==> config.mk <==
export PLATFORM = sky130hd
export DESIGN_NAME = fix_to_fp_11_4
export DESIGN_NICKNAME = d
export VERILOG_FILES = /design/src/rtl/fp_11_4_pkg.sv /design/src/rtl/lzc_count.sv /design/src/rtl/fix_to_fp_11_4.sv
export SDC_FILE = /design/constraint.sdc
export NUM_CORES = 1
export LEC_CHECK = 0
export CELL_PAD_IN_SITES_DETAIL_PLACEMENT = 1
export CELL_PAD_IN_SITES_GLOBAL_PLACEMENT = 1
export CORE_MARGIN = 2
export CORE_UTILIZATION = 25
export DETAILED_ROUTE_END_ITERATION = 10
export MAX_ROUTING_LAYER = met4
export PLACE_DENSITY = 0.54
export SYNTH_ARGS = -nofsm -noshare
export SYNTH_HDL_FRONTEND = slang
export SYNTH_SLANG_ARGS = --single-unit
==> constraint.sdc <==
create_clock -name clk -period 9.36 [get_ports clk]
set_input_delay 1.404 -clock clk [delete_from_list [all_inputs] [get_ports clk]]
set_output_delay 1.404 -clock clk [all_outputs]
set_load 0.05 [all_outputs]
==> src/rtl/fp_11_4_pkg.sv <==
// FP_11_4 word format shared by the fixed-to-float converter and the
// FP subtract/compare users: {exc[1:0], sign, exp[10:0], frac[3:0]}.
package fp_11_4_pkg;

  localparam int WE   = 11;
  localparam int WF   = 4;
  localparam int BIAS = 1023;
  localparam int FP_W = 2 + 1 + WE + WF;

  localparam logic [1:0] EXC_ZERO   = 2'b00;
  localparam logic [1:0] EXC_NORMAL = 2'b01;

  // Field bit positions inside the 18-bit word
  localparam int EXC_HI   = 17;
  localparam int EXC_LO   = 16;
  localparam int SIGN_POS = 15;
  localparam int EXP_HI   = 14;
  localparam int EXP_LO   = 4;
  localparam int FRAC_HI  = 3;
  localparam int FRAC_LO  = 0;

  typedef logic [FP_W-1:0] fp_word_t;

  // Assemble a word from its fields
  function automatic fp_word_t fp_pack(input logic [1:0]    exc,
                                       input logic          sign,
                                       input logic [WE-1:0] exp_f,
                                       input logic [WF-1:0] frac_f);
    fp_word_t w;
    w                   = '0;
    w[EXC_HI:EXC_LO]    = exc;
    w[SIGN_POS]         = sign;
    w[EXP_HI:EXP_LO]    = exp_f;
    w[FRAC_HI:FRAC_LO]  = frac_f;
    return w;
  endfunction

endpackage

==> src/rtl/lzc_count.sv <==
// Combinational leading-zero counter. count = W when the input is all zeros,
// and zero flags that case explicitly.
module lzc_count #(
  parameter int W = 16
) (
  input  logic [W-1:0]             d,
  output logic [$clog2(W+1)-1:0]   count,
  output logic                     zero
);

  localparam int CW = $clog2(W + 1);

  // Priority scan from LSB upward so the highest set bit has the last word
  always_comb begin
    // NOTE: every output gets a default before the loop; without it a path
    // that never hits a set bit would leave count unassigned and infer a latch.
    count = CW'(W);
    for (int i = 0; i < W; i++) begin
      if (d[i]) count = CW'(W - 1 - i);
    end
    zero = (d == '0);
  end

endmodule

==> src/rtl/fix_to_fp_11_4.sv <==
// Streaming 3-stage signed fixed-point to FP_11_4 converter with a
// valid/ready handshake and full backpressure.
//   S1: sign and magnitude
//   S2: normalise (leading-zero count, shift out hidden one, guard/sticky)
//   S3: round (or truncate) and pack; S3 register drives out_valid/out_data
// Build option: define FIX2FP_ROUND_EN for round-to-nearest-even; when it is
// undefined the fraction is truncated. Latency and handshake are unchanged.
module fix_to_fp_11_4
  import fp_11_4_pkg::*;
#(
  parameter int IN_W   = 16,
  parameter int FRAC_W = 8
) (
  input  logic              clk,
  input  logic              rst,
  input  logic              in_valid,
  output logic              in_ready,
  input  logic [IN_W-1:0]   in_data,
  output logic              out_valid,
  input  logic              out_ready,
  output logic [FP_W-1:0]   out_data
);

  localparam int LW       = $clog2(IN_W + 1);
  localparam int NW       = IN_W + 6;            // magnitude plus frac/guard/sticky room
  localparam int EXP_BASE = BIAS + IN_W - 1 - FRAC_W;

  // Stage registers
  logic              s1_valid, s1_sign;
  logic [IN_W-1:0]   s1_mag;

  logic              s2_valid, s2_sign, s2_zero, s2_guard, s2_sticky;
  logic [WE-1:0]     s2_exp;
  logic [WF-1:0]     s2_frac;

  logic              s3_valid;

  // Ready chain, combinational from out_ready back to in_ready
  logic s1_load, s2_load, s3_load;

  assign s3_load   = !s3_valid || out_ready;
  assign s2_load   = !s2_valid || s3_load;
  assign s1_load   = !s1_valid || s2_load;
  assign in_ready  = s1_load;
  assign out_valid = s3_valid;

  // ---------------- S1: sign / magnitude ----------------
  logic [IN_W-1:0] mag_d;

  // Two's-complement magnitude; the most negative input maps to 2^(IN_W-1) exactly
  always_comb begin
    mag_d = in_data[IN_W-1] ? (~in_data) + IN_W'(1) : in_data;
  end

  // S1 register: valid is reset, payload only moves with a real word
  always_ff @(posedge clk) begin
    // NOTE: state registers use non-blocking assignments so every stage samples
    // the previous stage's value from before this edge.
    // NOTE: only valids (and out_data) are reset; payload registers are
    // qualified by their valid bit, so clearing them would buy nothing.
    if (!rst)         s1_valid <= 1'b0;
    else if (s1_load) s1_valid <= in_valid;

    if (s1_load && in_valid) begin
      s1_sign <= in_data[IN_W-1];
      s1_mag  <= mag_d;
    end
  end

  // ---------------- S2: normalise ----------------
  logic [LW-1:0]   lz;
  logic            mag_zero;
  logic [LW:0]     shamt;
  logic [NW-1:0]   norm;
  logic [WE-1:0]   exp_d;

  lzc_count #(.W(IN_W)) u_lzc (
    .d     (s1_mag),
    .count (lz),
    .zero  (mag_zero)
  );

  // Shift by L+1 so the leading one falls off the top; what remains is
  // frac, then guard, then sticky bits
  always_comb begin
    shamt = (LW + 1)'(lz) + (LW + 1)'(1);
    norm  = {s1_mag, 6'b0} << shamt;
    exp_d = WE'(EXP_BASE) - WE'(lz);
  end

  // S2 register
  always_ff @(posedge clk) begin
    if (!rst)         s2_valid <= 1'b0;
    else if (s2_load) s2_valid <= s1_valid;

    if (s2_load && s1_valid) begin
      s2_sign   <= s1_sign;
      s2_zero   <= mag_zero;
      s2_exp    <= exp_d;
      s2_frac   <= norm[NW-1 -: WF];
      s2_guard  <= norm[NW-1-WF];
      s2_sticky <= |norm[NW-2-WF:0];
    end
  end

  // ---------------- S3: round and pack ----------------
  logic [WF-1:0] frac_r;
  logic [WE-1:0] exp_r;
  fp_word_t      word_d;

`ifdef FIX2FP_ROUND_EN
  logic          rnd_inc;
  logic [WF:0]   frac_sum;

  // Round to nearest, ties to even; a fraction carry bumps the exponent
  always_comb begin
    rnd_inc  = s2_guard & (s2_sticky | s2_frac[0]);
    frac_sum = {1'b0, s2_frac} + (WF + 1)'(rnd_inc);
    frac_r   = frac_sum[WF-1:0];
    exp_r    = s2_exp + WE'(frac_sum[WF]);
  end
`else
  logic unused_rnd;

  // Truncation: guard and sticky are carried but not consumed
  always_comb begin
    frac_r     = s2_frac;
    exp_r      = s2_exp;
    unused_rnd = s2_guard ^ s2_sticky;
  end
`endif

  // Zero has its own encoding with a positive sign
  always_comb begin
    word_d = s2_zero ? fp_pack(EXC_ZERO, 1'b0, '0, '0)
                     : fp_pack(EXC_NORMAL, s2_sign, exp_r, frac_r);
  end

  // S3 / output register: held while the consumer stalls
  always_ff @(posedge clk) begin
    if (!rst) begin
      s3_valid <= 1'b0;
      out_data <= '0;
    end else if (s3_load) begin
      s3_valid <= s2_valid;
      if (s2_valid) out_data <= word_d;
    end
  end

endmodule

; Word level (Yosys, flattened, before mapping)
; Cells that the tools add are included.
[totals]
word_cells = 44
input_bits = 20
ff_bits = 55
output_inout_bits = 20
rom_bits = 0
latch_bits = 0
n_memories = 0
ram_bits = 0
[op_classes]
shift = 1
add_sub_neg = 3
bitwise = 1
n_mux = 18
n_mul = 0
n_lt_le_gt_ge = 0
div = 0
n_reduce_logical = 10
eq_ne = 0
[op_table]
columns = op, count
row1 = $mux W5, 16
row2 = $shl A22 B6 Y22, 1
row3 = $mux W17, 1
row4 = $add A16 B1 Y16 const B, 1
row5 = $logic_not A16 Y1, 1
row6 = $not A16 Y16, 1
row7 = $mux W15, 1
row8 = $sub A11 B5 Y11 const A, 1
row9 = $add A5 B1 Y6 const B, 1
row10 = $logic_not A1 Y1, 3
row11 = $logic_or A1 B1 Y1, 3
row12 = $logic_and A1 B1 Y1, 2
row13 = $reduce_and A2 Y1, 1

; Depth between registers and ports, before layout
; Gate-level depths: netlist (run 1).
[logic_depth]
word_depth = 18
depth_mapped = 14
depth_no_buf = 13

; By module
; Synthesis (run 1) repeated with hierarchy kept, for this count alone.
[hier_totals]
hier_cells = 255
hier_area_um2 = 2837.7
[modules_own_cells]
columns = mod, area_per_inst_um2, cells_per_inst, instances, seq_area_each_um2
row1 = fix_to_fp_11_4, 2631.3, 222, 1, 1371.3
row2 = lzc_count, 206.4, 33, 1, 0.0

; Least setup slack after synthesis (run 1)
; OpenSTA, ideal clock, no wires.
[synth_timing]
path_kind = input port to output port
from = input out_ready
to = output in_ready
path_buffers = 0
arrival_ns = 2.089
setup_slack_ns = 5.867
stages = 2
required_time_ns = 7.956
path_cell_list = nor2b_1 nand3_1
[synth_between]
elab_chain_len = 3
[synth_rtl]
columns = element, line
row1 = from (decl), fix_to_fp_11_4.sv:20  ; input logic out_ready,
row2 = $logic_or A1 B1 Y1, fix_to_fp_11_4.sv:41  ; assign s3_load = !s3_valid || out_ready;
row3 = $logic_or A1 B1 Y1, fix_to_fp_11_4.sv:42  ; assign s2_load = !s2_valid || s3_load;
row4 = $logic_or A1 B1 Y1, fix_to_fp_11_4.sv:43  ; assign s1_load = !s1_valid || s2_load;
row5 = to (decl), fix_to_fp_11_4.sv:17  ; output logic in_ready,
; Every way passes these cells.

; Final worst setup path (run 1)
; Ends and elaborated chain as after synthesis.

==> impl_metrics.py, run 1 <==
metrics = {
    "critical_path": {
        "crit_buf_inv": 2,
        "critPathRequiredTime_ps": 7960,
        "critPathArrivalTime_ps": 3020,
        "reg2reg_depth": 13,
        "worstPathMaxFanout": 6,
        "cp_num_cells": 4,
        "start_kind": "input port",
        "path_delay_family": "buffers and inverters",
        "critical_path_class": "in2out",
        "critPathLaunch": "out_ready",
        "cp-end-kind": "output pin",
        "reg2reg_from": "s1_mag[1]",
        "critPathMaxStageDelay_ps": 720,
        "crit_chain": "clkdlybuf4s50_1, nor2b_1, nand3_1, clkdlybuf4s50_1",
        "cpMaxStageDelayCell": "clkdlybuf4s50_1",
        "cp_common_cell": "clkdlybuf4s50_1",
    },
    "place": {
        "place.gp.congestion": 0.809,
        "io_buffers": 38,
        "dp_hpwl_um": 5380,
    },
    "logic_synthesis": {
        "yosys_warnings": 0,
        "syn_inst": 313,
        "syn_nets": 336,
        "synth_edf_count": 33,
        "synth_seq_cells": 52,
        "synth_area_mm2": 0.00307,
        "ys_types": 64,
        "ys_async_sr_fraction_pct": 0,
        "synth_top_area_cell": "edfxtp_1",
        "syn_avg_cell_area_um2": 9.81,
        "synth_ff_type": "edfxtp_1",
        "synth_area_leaders": "edfxtp_1 32%, dfxtp_1 12%, a21oi_1 5.2%, nor3b_1 3.9%, nor2b_1 3.7%",
        "seq_area_frac_synth_pct": 44.7,
        "synth_top_area_share_pct": 32.3,
    },
    "drt": {
        "wl_per_cell_um": 14.5,
        "routed_wl_um": 7090,
        "antenna_left": 0,
        "vias_per_cell": 4.89,
        "drt-initial-drc-count": 108,
        "drc": 0,
        "num_vias": 2384,
        "dr.pass1.iters": 4,
    },
    "cells_and_area": {
        "fin_nets": 363,
        "drive_above_1_share_pct": 6.74,
        "antenna_cells": 0,
        "mostFrequentLayoutCell": "clkdlybuf4s50_1",
        "n_fill_cell": 1414,
        "layout_common_cells": "38 x clkdlybuf4s50_1, 33 x edfxtp_1, 32 x a21oi_1",
        "areaGrowthSynthToFinish_pct": 19.4,
    },
    "power": {
        "ir_drop_uv": 66.5,
        "power.internal_mw": 0.413,
        "p_clk_share_pct": 31.3,
        "p_per_area_mw_per_mm2": 159,
        "seqPwrFrac_pct": 48.4,
        "netSwitchingPower_mw": 0.169,
        "switching_share_pct": 29.0,
        "pwr-share-comb_pct": 20.2,
        "leakage_nw": 1.19,
    },
    "floorplanning": {
        "die_area_mm2": 0.0132,
        "core_mm2": 0.0120,
        "die_h_um": 115,
        "initial_core_util_pct": 25.6,
        "std_cell_rows": 40,
        "ioPinCount": 40,
        "fp.dieW_um": 115,
    },
    "clock_network": {
        "cts_resized": 0,
        "clk_latency_ps": 290,
        "cts_setup_buffers": 0,
        "cts_tree": "done",
        "cts_buffers": 5,
        "root_buffer": "clkbuf_16",
        "clockBufferDepth": 2,
        "ctsHoldBuffers": 0,
        "cts.htree.levels": 2,
        "cts_sinks": 52,
        "path_clk_slew_ps": 70,
    },
    "global_route": {
        "grt_use_total_pct": 11.6,
        "grt_pass1_vias": 2396,
        "grt_max_degree": 33,
        "use_met3_pct": 1.79,
        "overflow": 0,
        "met1_usage_pct": 15.3,
        "antenna_found_initial": 0,
        "grt_pass1_wl_um": 12000,
        "gr-usage-met2_pct": 19.0,
        "top_usage_layer": "met2",
    },
    "min_path": {
        "holdCritStartpoint": "s1_sign",
        "holdPathStages": 0,
        "hold_path_class": "reg2reg",
    },
    "sta": {
        "hold_viol": 0,
        "final-setup-viol-count": 0,
        "worst_slew_pin_slew_ps": 1090,
        "fin_setup_tns_ps": 0,
        "max_slew_margin_pct": 27.5,
        "min_period_over_period_pct": 47.3,
        "max_freq_mhz": 226,
        "fin_worst_skew_ps": 5.57,
        "whs_ps": 492,
        "slew_viol_final": 0,
        "rsz0062_at_grt": "false",
        "finalCriticalPeriod_ps": 4430,
    },
    "run_status": {
        "status": "complete, no violations",
    },
    "flow_run": {
        "maxCapViolations": 0,
    },
}
==> worst reg2reg max path, stage by stage (launching register included) <==
cell	delay (ps)
edfxtp_1	500
nand2b_1	190
a221o_1	350
a2111o_2	530
nand2_8	140
ha_1	520
inv_1	180
a21oi_1	220
a21o_2	270
inv_4	100
and3_1	190
a21oi_1	130
nor2_1	60
a211o_1	290
==> layer usage <==
layer	vias to the layer above	part of all wire [%]
met5	-	0
li1	1216	-
met4	0	0.68
met2	54	47
met1	1109	49
met3	5	3.9
==> metrics by stage <==
stage | total power [mW] | util [%] | instance area (um^2) | setup slack (ps) | instances
floorplan | 0.370 | - | 3070 | 5870 | 313
global placement | 0.404 | 29.3 | 3520 | 4970 | 480
detailed placement | 0.406 | 29.3 | 3520 | 4960 | 480
CTS | 0.591 | 30.5 | 3660 | 4940 | 488
global route | 0.613 | 30.5 | 3660 | 4880 | 488
finish | 0.582 | 30.5 | 3660 | 4930 | 488
==> state kept, by name, indices dropped and copies added (netlist names) <==
name,flops
out_data,16
s1_mag,16
exp_r,10
frac_r,4
out_valid,1
s1_sign,1
s1_valid,1
s2_sign,1
s2_valid,1
s2_zero,1
==> kinds of logic after synthesis <==
| group | Yosys count | synth area share [%] |
|---|---|---|
| AOI/OAI and AO/OA | 96 | 21.3 |
| xor gates and xnor gates | 13 | 3.71 |
| other | 1 | 0.122 |
| DFF | 52 | 44.7 |
| buffers and inverters | 35 | 6.16 |
| muxes | 6 | 2.04 |
| adders and majority gates | 3 | 1.22 |
| and+or+nand+nor | 107 | 20.8 |
==> cells in the mapped netlist, drive strengths merged (2+ instances only) <==
cell,n
a211o,3
o21a,2
buf,8
a221oi,4
o21ai,16
xnor2,10
or3,2
o211ai,3
mux2,2
nor2b,18
and3,3
a31oi,3
nand2b,5
xor2,3
nand2,14
o31ai,6
nor4,6
edfxtp,33
o211a,2
and2,3
mux2i,4
a21oi,32
nand3,13
a2111oi,3
nor3,4
clkbuf,10
a21o,4
nor2,17
a21boi,3
o41ai,2
nor3b,16
or4,3
dfxtp,19
a211oi,3
ha,3
a311oi,2
inv,16
==> path summary, 6_finish.rpt <==
path,to,slack (ps)
setup reg to reg,frac_r[3],5460
hold reg to reg,s2_sign,490
hold / removal,s2_sign,490
setup / recovery,in_ready,4930
==> power by group through the flow <==
| stage | Clock, mW | Combinational (mW) | Sequential [mW] |
|---|---|---|---|
| 6_report | 0.182 | 0.118 | 0.282 |
| 5_1_grt | 0.197 | 0.131 | 0.285 |
| 4_1_cts | 0.190 | 0.119 | 0.282 |
| 3_5_place_dp | 0 | 0.118 | 0.288 |
| 3_3_place_gp | 0 | 0.117 | 0.287 |
| 2_1_floorplan | 0 | 0.0884 | 0.281 |
==> area by class of cell <==
class / count / area (um^2) / area share (%)
Tap cell: 147 / 184 / 5.02
Timing Repair Buffer: 39 / 388 / 10.6
Multi-Input combinational cell: 226 / 1520 / 41.3
Sequential cell: 52 / 1370 / 37.4
Clock inverter: 2 / 15.0 / 0.410
Inverter: 16 / 62.6 / 1.71
Clock buffer: 6 / 129 / 3.52
(Power assumes the default switching activity.)
==> run 2, diff against run 1 <==
==> constraint.sdc (replaced) <==
create_clock -name clk -period 4.6 [get_ports clk]
set_input_delay 0.69 -clock clk [delete_from_list [all_inputs] [get_ports clk]]
set_output_delay 0.69 -clock clk [all_outputs]
set_load 0.05 [all_outputs]
==> impl_metrics.py, run 2 (synthesized netlist as in run 1, its figures left out) <==
metrics = {
    "floorplanning": {
        "std_cell_rows": 40,
        "fp.dieW_um": 115,
        "initial_core_util_pct": 25.6,
        "core_mm2": 0.0120,
        "die_area_mm2": 0.0132,
        "ioPinCount": 40,
        "die_h_um": 115,
    },
    "drt": {
        "drc": 0,
        "antenna_left": 0,
        "vias_per_cell": 4.97,
        "dr.pass1.iters": 4,
        "drt-initial-drc-count": 127,
        "num_vias": 2426,
        "wl_per_cell_um": 14.6,
        "routed_wl_um": 7150,
    },
    "sta": {
        "fin_worst_skew_ps": 6.44,
        "final-setup-viol-count": 0,
        "worst_slew_pin_slew_ps": 1110,
        "whs_ps": 439,
        "min_period_over_period_pct": 82.8,
        "fin_setup_tns_ps": 0,
        "max_slew_margin_pct": 26.0,
        "rsz0062_at_grt": "false",
        "slew_viol_final": 0,
        "max_freq_mhz": 262,
        "finalCriticalPeriod_ps": 3810,
        "hold_viol": 0,
    },
    "global_route": {
        "overflow": 0,
        "grt_use_total_pct": 11.7,
        "grt_pass1_vias": 2418,
        "antenna_found_initial": 0,
        "grt_max_degree": 33,
        "grt_pass1_wl_um": 12000,
    },
    "critical_path": {
        "cpMaxStageDelayCell": "a2111o_2",
        "worstPathMaxFanout": 15,
        "path_delay_family": "compound AO/OA/AOI/OAI gates",
        "critPathRequiredTime_ps": 4650,
        "critPathArrivalTime_ps": 3860,
        "crit_buf_inv": 2,
        "cp-end-kind": "flip-flop",
        "critical_path_class": "reg2reg",
        "critPathMaxStageDelay_ps": 530,
        "cp_common_cell": "a21oi_1",
        "crit_chain": "nand2b_1, a221o_1, a2111o_2, nand2_8, ha_1, inv_1, a21oi_1, a21o_2, inv_4, and3_1, a21oi_1, nor2_1, a211o_1",
        "start_kind": "flip-flop",
    },
    "power": {
        "ir_drop_uv": 126,
        "leakage_nw": 1.19,
        "p_per_area_mw_per_mm2": 323,
    },
    "clock_network": {
        "cts_setup_buffers": 0,
        "cts_sinks": 52,
        "clk_latency_ps": 290,
        "cts_resized": 0,
        "cts_buffers": 5,
        "path_clk_slew_ps": 70,
        "cts.htree.levels": 2,
        "clockBufferDepth": 2,
        "root_buffer": "clkbuf_16",
        "cts_tree": "done",
        "ctsHoldBuffers": 0,
    },
    "cells_and_area": {
        "antenna_cells": 0,
        "drive_above_1_share_pct": 6.74,
        "areaGrowthSynthToFinish_pct": 19.4,
        "mostFrequentLayoutCell": "clkdlybuf4s50_1",
        "fin_nets": 363,
        "layout_common_cells": "38 x clkdlybuf4s50_1, 33 x edfxtp_1, 32 x a21oi_1",
    },
    "place": {
        "dp_hpwl_um": 5440,
        "place.gp.congestion": 0.838,
        "io_buffers": 38,
    },
    "run_status": {
        "status": "complete, no violations",
    },
    "min_path": {
        "hold_path_class": "reg2reg",
    },
    "flow_run": {
        "maxCapViolations": 0,
    },
}
## run 2: cell counts in the layout (fill, tap and decap cells not counted)
Identical to the previous run, type by type.
## run 2: cell type report
type / count / area [um^2]
timing repair buffer: 39 / 388
sequential: 52 / 1370
tap: 147 / 184
clock buffer: 6 / 129
clock inverter: 2 / 15.0
multi-input combinational: 226 / 1520
inverter: 16 / 62.6
fill: 1387 / 8350
## run 2: per-layer routing
| layer | track usage (%) | share of wire, % | vias to the layer above |
|---|---|---|---|
| li1 | - | - | 1215 |
| met1 | 14.8 | 47 | 1146 |
| met2 | 19.1 | 47 | 60 |
| met3 | 2.37 | 5.5 | 5 |
| met4 | 3.29 | 1.1 | 0 |
| met5 | - | 0 | - |
## run 2: metrics by stage
| stage | total power [mW] | util, % | std cells | instance area, um^2 | setup slack [ps] |
|---|---|---|---|---|---|
| after global routing | 1.25 | 30.5 | 488 | 3660 | 549 |
| after floorplan | 0.752 | - | 313 | 3070 | 1440 |
| after CTS | 1.20 | 30.5 | 488 | 3660 | 786 |
| after detailed placement | 0.824 | 29.3 | 480 | 3520 | 793 |
| after global placement | 0.823 | 29.3 | 480 | 3520 | 903 |
| final | 1.18 | 30.5 | 488 | 3660 | 790 |
## run 2: power breakdown
part | total, mW | switching, mW | leakage, nW | internal [mW]
combinational | 0.239 | 0.136 | 0.667 | 0.104
sequential | 0.572 | 0.0386 | 0.457 | 0.534
clock | 0.372 | 0.169 | 0.0714 | 0.204
total | 1.18 | 0.343 | 1.19 | 0.841
## run 2: final timing paths
check | slack, ps | start | cells after the start | end
max | 790 | s1_mag[1] | 13 | frac_r[3]
max reg2reg | 790 | s1_mag[1] | 13 | frac_r[3]
min | 440 | s1_sign | 0 | s2_sign
min reg2reg | 440 | s1_sign | 0 | s2_sign
==> run 3, diff against run 2 <==
==> constraint.sdc (replaced) <==
create_clock -name clk -period 3.85 [get_ports clk]
set_input_delay 0.5775 -clock clk [delete_from_list [all_inputs] [get_ports clk]]
set_output_delay 0.5775 -clock clk [all_outputs]
set_load 0.05 [all_outputs]
==> impl_metrics.py, run 3 (synthesized netlist as in run 1, its figures left out) <==
metrics = {
    "floorplanning": {
        "initial_core_util_pct": 25.6,
        "die_h_um": 115,
        "std_cell_rows": 40,
        "ioPinCount": 40,
        "fp.dieW_um": 115,
        "die_area_mm2": 0.0132,
        "core_mm2": 0.0120,
    },
    "critical_path": {
        "reg2reg_depth": 13,
        "worstPathMaxFanout": 11,
        "r2r_end": "frac_r[3]",
        "critPathRequiredTime_ps": 3890,
        "critPathArrivalTime_ps": 3520,
        "critical_path_class": "reg2reg",
        "start_kind": "flip-flop",
        "critPathLaunch": "s1_mag[1]",
        "reg2reg_from": "s1_mag[1]",
        "cp-end-kind": "flip-flop",
        "crit_end": "frac_r[3]",
        "reg2reg_slack_ps": 370,
    },
    "global_route": {
        "antenna_found_initial": 0,
        "grt_pass1_vias": 2392,
        "grt_max_degree": 33,
        "grt_use_total_pct": 11.7,
        "grt_pass1_wl_um": 12100,
        "overflow": 0,
    },
    "drt": {
        "drc": 0,
        "wl_per_cell_um": 14.9,
        "num_vias": 2472,
        "routed_wl_um": 7370,
        "route.met2.wl_um": 3460,
        "dr.max_layer_used": "met4",
        "vias_per_cell": 4.99,
        "antenna_left": 0,
        "dr.pass1.iters": 6,
        "wl_met3_um": 231,
        "drt-initial-drc-count": 135,
        "wl_met1_um": 3610,
    },
    "cells_and_area": {
        "utilization_pct": 30.9,
        "areaGrowthSynthToFinish_pct": 21.1,
        "layout_common_cells": "38 x clkdlybuf4s50_1, 33 x edfxtp_1, 32 x a21oi_1",
        "n_fill_cell": 1365,
        "mostFrequentLayoutCell": "clkdlybuf4s50_1",
        "fin_nets": 370,
        "drive_above_1_share_pct": 8.62,
        "antenna_cells": 0,
    },
    "power": {
        "leakage_nw": 1.23,
        "p_per_area_mw_per_mm2": 385,
        "seqPwrFrac_pct": 47.5,
        "ir_drop_uv": 174,
        "pwr-share-comb_pct": 21.1,
        "switching_share_pct": 29.3,
        "p_clk_share_pct": 31.4,
        "power.internal_mw": 1.01,
        "netSwitchingPower_mw": 0.420,
    },
    "clock_network": {
        "clockBufferDepth": 2,
        "cts_sinks": 52,
        "cts_setup_buffers": 0,
        "clk_latency_ps": 290,
        "cts.htree.levels": 2,
        "ctsHoldBuffers": 0,
        "cts_resized": 0,
        "root_buffer": "clkbuf_16",
        "path_clk_slew_ps": 70,
        "cts_buffers": 5,
        "cts_tree": "done",
    },
    "sta": {
        "max_freq_mhz": 288,
        "finalCriticalPeriod_ps": 3480,
        "min_period_over_period_pct": 90.3,
        "fin_setup_tns_ps": 0,
        "whs_ps": 438,
        "max_slew_margin_pct": 31.0,
        "rsz0062_at_grt": "false",
        "slew_viol_final": 0,
        "fin_worst_skew_ps": 6.04,
        "final-setup-viol-count": 0,
        "hold_viol": 0,
        "worst_slew_pin_slew_ps": 1030,
    },
    "flow_run": {
        "maxCapViolations": 0,
    },
    "place": {
        "io_buffers": 38,
        "place.gp.congestion": 0.842,
        "dp_hpwl_um": 5460,
    },
    "min_path": {
        "hold_path_class": "reg2reg",
    },
    "run_status": {
        "status": "complete, no violations",
    },
}
run 3: final cells by class:
type,instances,area [um^2],share of cell area (%)
Timing Repair Buffer,46,440,11.8
Sequential cell,52,1370,36.9
Clock inverter,2,15.0,0.404
Multi-Input combinational cell,226,1520,40.8
Clock buffer,6,129,3.47
Inverter,16,62.6,1.68
Tap cell,147,184,4.95
run 3: metal layers:
metal | global-route usage (%) | up-vias
met5 | - | -
met4 | 2.97 | 0
met3 | 2.06 | 4
met2 | 19.4 | 43
met1 | 14.9 | 1191
li1 | - | 1234
run 3: power groups by stage:
stage	clock [mW]	sequential [mW]	combinational (mW)
4_1_cts	0.469	0.681	0.303
3_5_place_dp	0	0.694	0.301
5_1_grt	0.484	0.687	0.332
2_1_floorplan	0	0.684	0.215
6_report	0.450	0.681	0.302
3_3_place_gp	0	0.693	0.300
run 3: worst min path at each step:
| stage | to | start | depth (start not counted) |
|---|---|---|---|
| finish | s2_sign | s1_sign | 0 |
| global route | s2_sign | s1_sign | 0 |
| CTS | s2_sign | s1_sign | 0 |
| detailed placement | s2_sign | s1_sign | 0 |
| global placement | s2_sign | s1_sign | 0 |
| floorplan | s2_sign | s1_sign | 0 |
run 3: worst max-delay path: stages, from the launching register on:
cell	delay, ps
edfxtp_1	490
nand2b_1	190
a221o_1	350
a2111o_2	530
nand2_8	140
ha_1	240
inv_1	100
a21oi_1	200
a21o_2	260
inv_4	90
and3_1	190
a21oi_1	120
nor2_1	50
a211o_1	260
run 3: stage by stage:
step                      area (um^2)  power (mW)  std cells  setup WS (ps)
final                            3720        1.43        495            374
after global routing             3720        1.50        495            187
after CTS                        3720        1.45        495            363
after detailed placement         3570       0.994        487            419
after global placement           3570       0.993        487            481
after floorplan                  3070       0.899        313            694
